$ cat src/rtl/dbus_arbiter_if.sv
// femto data-bus signal bundle shared by the masters and the arbitrated slave port.
// Bus widths come from XLEN, BUS_WIDTH and BUS_ACC_CNT; the fallbacks below apply when unset.
`ifndef XLEN
`define XLEN 32
`endif
`ifndef BUS_WIDTH
`define BUS_WIDTH 32
`endif
`ifndef BUS_ACC_CNT
`define BUS_ACC_CNT 3
`endif

interface dbus_arbiter_if;
  logic                             req;
  logic [`XLEN-1:0]                 addr;
  logic                             w_rb;
  logic [$clog2(`BUS_ACC_CNT)-1:0]  acc;
  logic [`BUS_WIDTH-1:0]            wdata;
  logic                             resp;
  logic [`BUS_WIDTH-1:0]            rdata;

  modport master (output req, addr, w_rb, acc, wdata, input resp, rdata);
  modport slave  (input req, addr, w_rb, acc, wdata, output resp, rdata);
endinterface

$ cat src/rtl/dbus_arbiter.sv
// Round-robin two-master arbiter for the femto data bus, zero-latency grant in idle.
// Optional owner timeout is compiled in with DBUS_ARB_TIMEOUT_EN.
`ifndef XLEN
`define XLEN 32
`endif
`ifndef BUS_WIDTH
`define BUS_WIDTH 32
`endif
`ifndef BUS_ACC_CNT
`define BUS_ACC_CNT 3
`endif

module dbus_arbiter #(
  parameter int unsigned TIMEOUT_CYCLES = 256
) (
  input  logic           clk,
  input  logic           rstn,
  dbus_arbiter_if.slave  m0,
  dbus_arbiter_if.slave  m1,
  dbus_arbiter_if.master s,
  output logic           arb_owner,
  output logic           arb_fault
);

  typedef enum logic [1:0] {StIdle, StOwn0, StOwn1} state_e;

  state_e state_q, state_d;
  logic   last_grant_q, last_grant_d;
  logic   sel, active, done, expire, finish;

  always_comb begin
    sel    = ~last_grant_q;
    active = 1'b0;
    case (state_q)
      StOwn0: begin
        sel    = 1'b0;
        active = 1'b1;
      end
      StOwn1: begin
        sel    = 1'b1;
        active = 1'b1;
      end
      default: begin
        active = m0.req | m1.req;
        if (m0.req && m1.req) sel = ~last_grant_q;
        else if (m0.req)      sel = 1'b0;
        else if (m1.req)      sel = 1'b1;
      end
    endcase
  end

  // Slave side follows the selected master; s_req tracks its req even after ownership is taken.
  assign s.req   = active & (sel ? m1.req : m0.req);
  assign s.addr  = sel ? m1.addr  : m0.addr;
  assign s.w_rb  = sel ? m1.w_rb  : m0.w_rb;
  assign s.acc   = sel ? m1.acc   : m0.acc;
  assign s.wdata = sel ? m1.wdata : m0.wdata;

  assign done = active & s.resp;

`ifdef DBUS_ARB_TIMEOUT_EN
  localparam int unsigned CntW = $clog2(TIMEOUT_CYCLES);
  localparam logic [CntW-1:0] CntLast = CntW'(TIMEOUT_CYCLES - 1);

  logic [CntW-1:0] cnt_q, cnt_d;
  logic            owning;

  assign owning = (state_q != StIdle);
  assign expire = owning & ~s.resp & (cnt_q == CntLast);

  always_comb begin
    cnt_d = '0;
    if (owning && !s.resp && !expire) cnt_d = cnt_q + 1'b1;
  end

  always_ff @(posedge clk) begin
    if (!rstn) cnt_q <= '0;
    else       cnt_q <= cnt_d;
  end
`else
  logic unused_timeout_cfg;
  assign unused_timeout_cfg = ^TIMEOUT_CYCLES;
  assign expire = 1'b0;
`endif

  assign finish    = done | expire;
  assign m0.resp   = finish & ~sel;
  assign m1.resp   = finish & sel;
  // A forced completion returns zero data rather than whatever the hung slave drives.
  assign m0.rdata  = expire ? '0 : s.rdata;
  assign m1.rdata  = expire ? '0 : s.rdata;
  assign arb_owner = sel;
  assign arb_fault = expire;

  always_comb begin
    state_d      = state_q;
    last_grant_d = last_grant_q;
    if (finish) begin
      state_d      = StIdle;
      last_grant_d = sel;
    end else if (state_q == StIdle && active) begin
      state_d = sel ? StOwn1 : StOwn0;
    end
  end

  always_ff @(posedge clk) begin
    if (!rstn) begin
      state_q      <= StIdle;
      last_grant_q <= 1'b1;
    end else begin
      state_q      <= state_d;
      last_grant_q <= last_grant_d;
    end
  end

endmodule

$ cat src/flat_wrapper.sv
// flat-port wrapper written by rule: the top's interface ports become plain ports
module dbus_arbiter_flat 
#(
  parameter int unsigned TIMEOUT_CYCLES = 256
)
  (clk, rstn, arb_owner, arb_fault, m0_req, m0_addr, m0_w_rb, m0_acc, m0_wdata, m0_resp, m0_rdata, m1_req, m1_addr, m1_w_rb, m1_acc, m1_wdata, m1_resp, m1_rdata, s_req, s_addr, s_w_rb, s_acc, s_wdata, s_resp, s_rdata);
  dbus_arbiter_if m0_i ();
  dbus_arbiter_if m1_i ();
  dbus_arbiter_if s_i ();
  input  logic clk;
  input  logic rstn;
  output logic arb_owner;
  output logic arb_fault;
  input wire logic [$bits(m0_i.req)-1:0] m0_req;
  input wire logic [$bits(m0_i.addr)-1:0] m0_addr;
  input wire logic [$bits(m0_i.w_rb)-1:0] m0_w_rb;
  input wire logic [$bits(m0_i.acc)-1:0] m0_acc;
  input wire logic [$bits(m0_i.wdata)-1:0] m0_wdata;
  output wire logic [$bits(m0_i.resp)-1:0] m0_resp;
  output wire logic [$bits(m0_i.rdata)-1:0] m0_rdata;
  input wire logic [$bits(m1_i.req)-1:0] m1_req;
  input wire logic [$bits(m1_i.addr)-1:0] m1_addr;
  input wire logic [$bits(m1_i.w_rb)-1:0] m1_w_rb;
  input wire logic [$bits(m1_i.acc)-1:0] m1_acc;
  input wire logic [$bits(m1_i.wdata)-1:0] m1_wdata;
  output wire logic [$bits(m1_i.resp)-1:0] m1_resp;
  output wire logic [$bits(m1_i.rdata)-1:0] m1_rdata;
  output wire logic [$bits(s_i.req)-1:0] s_req;
  output wire logic [$bits(s_i.addr)-1:0] s_addr;
  output wire logic [$bits(s_i.w_rb)-1:0] s_w_rb;
  output wire logic [$bits(s_i.acc)-1:0] s_acc;
  output wire logic [$bits(s_i.wdata)-1:0] s_wdata;
  input wire logic [$bits(s_i.resp)-1:0] s_resp;
  input wire logic [$bits(s_i.rdata)-1:0] s_rdata;
  assign m0_i.req = m0_req;
  assign m0_i.addr = m0_addr;
  assign m0_i.w_rb = m0_w_rb;
  assign m0_i.acc = m0_acc;
  assign m0_i.wdata = m0_wdata;
  assign m0_resp = m0_i.resp;
  assign m0_rdata = m0_i.rdata;
  assign m1_i.req = m1_req;
  assign m1_i.addr = m1_addr;
  assign m1_i.w_rb = m1_w_rb;
  assign m1_i.acc = m1_acc;
  assign m1_i.wdata = m1_wdata;
  assign m1_resp = m1_i.resp;
  assign m1_rdata = m1_i.rdata;
  assign s_req = s_i.req;
  assign s_addr = s_i.addr;
  assign s_w_rb = s_i.w_rb;
  assign s_acc = s_i.acc;
  assign s_wdata = s_i.wdata;
  assign s_i.resp = s_resp;
  assign s_i.rdata = s_rdata;
  dbus_arbiter #(.TIMEOUT_CYCLES(TIMEOUT_CYCLES)) u_core (.clk(clk), .rstn(rstn), .m0(m0_i), .m1(m1_i), .s(s_i), .arb_owner(arb_owner), .arb_fault(arb_fault));
endmodule
$ cat config.mk
export PLATFORM = sky130hd
export DESIGN_NAME = dbus_arbiter_flat
export DESIGN_NICKNAME = d
export VERILOG_FILES = /design/src/rtl/dbus_arbiter_if.sv /design/src/rtl/dbus_arbiter.sv /design/src/flat_wrapper.sv
export SDC_FILE = /design/constraint.sdc
export NUM_CORES = 1
export LEC_CHECK = 0
export ABC_AREA = 1
export BUFFER_PORTS_ARGS = -buffer_cell sky130_fd_sc_hd__buf_2
export CORE_AREA = 2 2 121 123
export DETAILED_ROUTE_END_ITERATION = 16
export DIE_AREA = 0 0 123 125
export GPL_TIMING_DRIVEN = 0
export SETUP_SLACK_MARGIN = 0.05
export SYNTH_ARGS = -nofsm -noshare
export SYNTH_HDL_FRONTEND = slang
export SYNTH_SLANG_ARGS = --single-unit
$ cat constraint.sdc
create_clock -name clk -period 1.75 [get_ports clk]
set_input_delay 0.525 -clock clk [delete_from_list [all_inputs] [get_ports clk]]
set_output_delay 0.525 -clock clk [all_outputs]
set_load 0.03 [all_outputs]
Yosys cells after proc, flatten, opt, wreduce, memory -nomap -nowiden
Cells that the tools add are included.
{"block": "totals", "regBits": 3, "in_bits": 171, "output_inout_bits": 136, "wordCells": 28}
{"block": "classes", "eq_ne": 2, "n_mux": 11, "bitwise_logic": 8, "reduce_logical": 5}
{"cell": "two-way mux 32 bit", "n": 2}
{"cell": "two-way mux 1 bit", "n": 6}
{"cell": "AND 1 bit", "n": 4}
{"cell": "two-way mux 2 bit", "n": 2}
{"cell": "OR reduction 2 bit", "n": 2}
{"cell": "NOT 1 bit", "n": 3}
{"cell": "equality test 2 x 1 -> 1 bit, second input constant", "n": 1}
{"cell": "equality test 2 bit, second input constant", "n": 1}
{"cell": "logical AND 1 bit", "n": 2}
{"cell": "logical NOT 2 bit", "n": 1}
{"cell": "case mux 1 bit (2 select lines)", "n": 1}
{"cell": "bitwise OR 1 bit", "n": 1}

Depth between registers and ports, before layout
{"block": "depth", "word_depth": 7, "ltp_mapped": 9}

Worst setup path after synthesis
Ideal clock, no wire load.
{"block": "synth_path", "kind": "reg-to-output", "startpoint": "register u_core.state_q[0]", "endpoint": "output m0_resp", "arrival_time_ps": 1534, "required_time_ps": 1225, "path_slack_ps": -309, "path_stages_with_launch": 9, "cell_sequence": "dfxtp_1 inv_1 ha_1 inv_1 or2_4 nand2_4 inv_6 buf_6 nor2_2"}
{"block": "synth_via", "word_cells_on_any_way": 8, "classes_between": "eq/ne (2); mux (2); bitwise (3); reduce/logical (1)"}
{"element": "from (decl)", "line": "dbus_arbiter.sv:27", "text": "state_e state_q, state_d;"}
{"element": "from (signal assigned)", "line": "dbus_arbiter.sv:108", "text": "state_q <= StIdle;"}
{"element": "from (signal assigned)", "line": "dbus_arbiter.sv:111", "text": "state_q <= state_d;"}
{"element": "equality test 2 bit or equality test 2 x 1 -> 1 bit (tied branches)", "line": "dbus_arbiter.sv:34", "text": "case (state_q)"}
{"element": "case mux 1 bit (2 select lines) (*)", "line": "dbus_arbiter.sv:34"}
{"element": "named net arb_owner", "line": "flat_wrapper.sv:12", "text": "output logic arb_owner;"}
{"element": "NOT 1 bit (*)", "line": "dbus_arbiter.sv:87", "text": "assign m0.resp = finish & ~sel;"}
{"element": "AND 1 bit (*)", "line": "dbus_arbiter.sv:87"}
{"element": "to (decl)", "line": "flat_wrapper.sv:19", "text": "output wire logic [$bits(m0_i.resp)-1:0] m0_resp;"}
The timed path passes the listed nets; every way through them passes the cells marked *.

Worst setup path in the final report
{"block": "layout_path", "startpoint": "register u_core.state_q[0]", "endpoint": "output s_wdata[3]"}
{"block": "layout_via", "elab_chain_cells": 3, "word_cells_on_any_way": 4, "classes_between": "eq/ne (2); mux (2)"}
{"element": "equality test 2 bit or equality test 2 x 1 -> 1 bit (tied branches)", "line": "dbus_arbiter.sv:34"}
{"element": "case mux 1 bit (2 select lines) (*)", "line": "dbus_arbiter.sv:34"}
{"element": "two-way mux 32 bit (*)", "line": "dbus_arbiter.sv:57", "text": "assign s.wdata = sel ? m1.wdata : m0.wdata;"}
{"element": "to (decl)", "line": "flat_wrapper.sv:32", "text": "output wire logic [$bits(s_i.wdata)-1:0] s_wdata;"}
Mark *: on every way between the ends. The rest lies on a longest branch, timed or not.

==> out/results.ini <==
[critical_path]
required_ns=1.22
crit_fanout=10
crit_path_end_kind=primary output
arrival_ns=1.84
critPathKind=reg -> out
start_kind=flop

[hold_path]
holdCritPathClass=reg -> reg

[routing]
wl_mm=9.04
vias=2812
viasPerCell=3.61
firstDrtPassIters=4
wl_per_cell_um=11.6
drtAntennaViolNets=0
drc=0
initialDrtViolationCount=46

[floorplanning]
die_w_um=123
die_y_um=125
initial_utilization_pct=11.4
io_pins=307
coreArea_um2=14200
placementRows=44
die_area_um2=15400

[cells_and_area]
fin_area_um2=4570
nets=770
diodes=0
syn_to_final_growth_pct=183
fillerInstances=1535
drive_gt1_share_pct=85.9

[global_route]
grt_max_degree=11
grt_pass1_wl_mm=12.4
grt_overflow=0
antenna_found_initial=1
grt_pass1_vias=2560
grt_use_total_pct=10.2

[job]
maxCapViolations=0

[cts]
cts_tree=built
cts_inserted_buffers=3
cts_root_buf=clkbuf_16
clockBufferDepth=2
clock_sinks=3
cts.clk_slew.worst_paths_ns=0.03
clock_latency_ns=0.23
htree_levels=1
cts_hold_buf=0

[outcome]
violations=negative setup slack
status=finished with violations

[synthesis]
yosysMostFrequentCell=nand2_1
ys_seq_area_share_pct=3.72
ys_top_cells_by_area=nand2_1, buf_4, buf_6
synth_ff_type=dfxtp_1
synth_edf_count=0
synth.largest_area_cell=nand2_1
synthDistinctLibCells=15
synth_cells=316
ys_ff_latch=3
yosys_warnings=0
yosys-top-cells-count=nand2_1, buf_4, buf_6
synthArstFlopShare_pct=0
syn-cell-area_um2=1620
synth_nets=489
syn_avg_cell_area_um2=5.12
yosys.area.top_type_share_pct=49.9

[timing]
maxSlewViolCount=0
finalSetupTns_ns=-41.30
finalSetupViolations=71
max_freq_ghz=0.423
hold_viol=0
worst_slack_ns=-0.613
fin_crit_sh_pct=135
fin_crit_ns=2.36
finClkSkew_ns=0.00344
rsz0062_at_grt=yes

[place]
place_area_um2=3940
portBuffers=273
finalWeightedCongestion=0.772
dp_hpwl_mm=7.38

[power_and_ir_drop]
power_density_nw_per_um2=2090
p_leak_nw=2.64
irDropWorstVdd_mv=1.21
finalPower_mw=9.53

## per-layer routing
layer,up-vias,global-route usage [%],wire (um)
li1,1431,-,-
met1,1232,12.1,3430
met2,139,19.5,4820
met3,8,1.14,710
met4,2,1.47,64
met5,-,0,13
## power breakdown
part | switching (mW) | total, mW | internal (mW) | leakage [nW]
Sequential | 0.0134 | 0.105 | 0.0920 | 0.0255
Clock | 0.0698 | 0.371 | 0.301 | 0.0382
Combinational | 5.42 | 9.05 | 3.64 | 2.58
## flip-flops by register name (all words and copies together) (netlist names)
| name | cells |
|---|---|
| u_core.last_grant_q | 1 |
| u_core.state_q | 2 |
## logic make-up after synthesis
group / after synthesis / synth area share (%)
AOI/OAI and AO/OA: 3 / 1.08
adders and majority gates: 2 / 1.55
buffers and inverters: 84 / 40.7
DFF: 3 / 3.72
other: 1 / 0.232
and+or+nand+nor: 223 / 52.7
## through the flow
step / worst slack (ns) / cells / util (%) / hold WS (ns)
2_1_floorplan: -0.184 / 316 / - / 0.447
3_3_place_gp: -0.631 / 773 / 27.7 / 0.461
3_5_place_dp: -0.612 / 773 / 27.7 / 0.467
4_1_cts: -0.657 / 778 / 30.0 / 0.472
5_1_grt: -0.688 / 780 / 32.2 / 0.498
6_report: -0.613 / 780 / 32.2 / 0.468
## worst paths after layout
kind                      from                  end  slack, ns  cells past startpoint
max          u_core.state_q[0]           s_wdata[3]      -0.61                     10
min          u_core.state_q[0]    u_core.state_q[0]       0.47                      2
max reg2reg  u_core.state_q[0]  u_core.last_grant_q       0.31                      7
min reg2reg  u_core.state_q[0]    u_core.state_q[0]       0.47                      2
## critical path, cell delays in order, from the launching register on
cell     delay [ns]
dfxtp_2        0.32
inv_2          0.05
ha_4           0.27
inv_2          0.03
or2_4          0.26
nand2_8        0.14
inv_16         0.07
buf_12         0.16
nand2_2        0.08
nand2_4        0.04
buf_4          0.16
## what timing repair did
action | in CTS | in global routing
gates resized for setup | 90 | 76
setup endpoints to repair | 71 | 71
cloned | 1 | 1
pin swaps | 1 | 3
setup buffers | 0 | 1
## layout make-up
type | count | area [um^2] | area share, %
Sequential cell | 3 | 62.6 | 1.37
Buffer | 79 | 706 | 15.4
Tap cell | 184 | 230 | 5.04
Clock buffer | 4 | 78.8 | 1.73
Multi-Input combinational cell | 230 | 1750 | 38.2
Timing Repair Buffer | 275 | 1710 | 37.4
Inverter | 5 | 35.0 | 0.767
## placed cells by master (no fill, tap or decap), drive strengths merged
cell      n
a21boi    1
a21oi     1
buf     353
clkbuf    5
conb      1
dfxtp     3
ha        2
inv       5
nand2   217
nor2      6
o21ai     1
or2       1
Note: power is estimated with default switching activity, not from simulation.
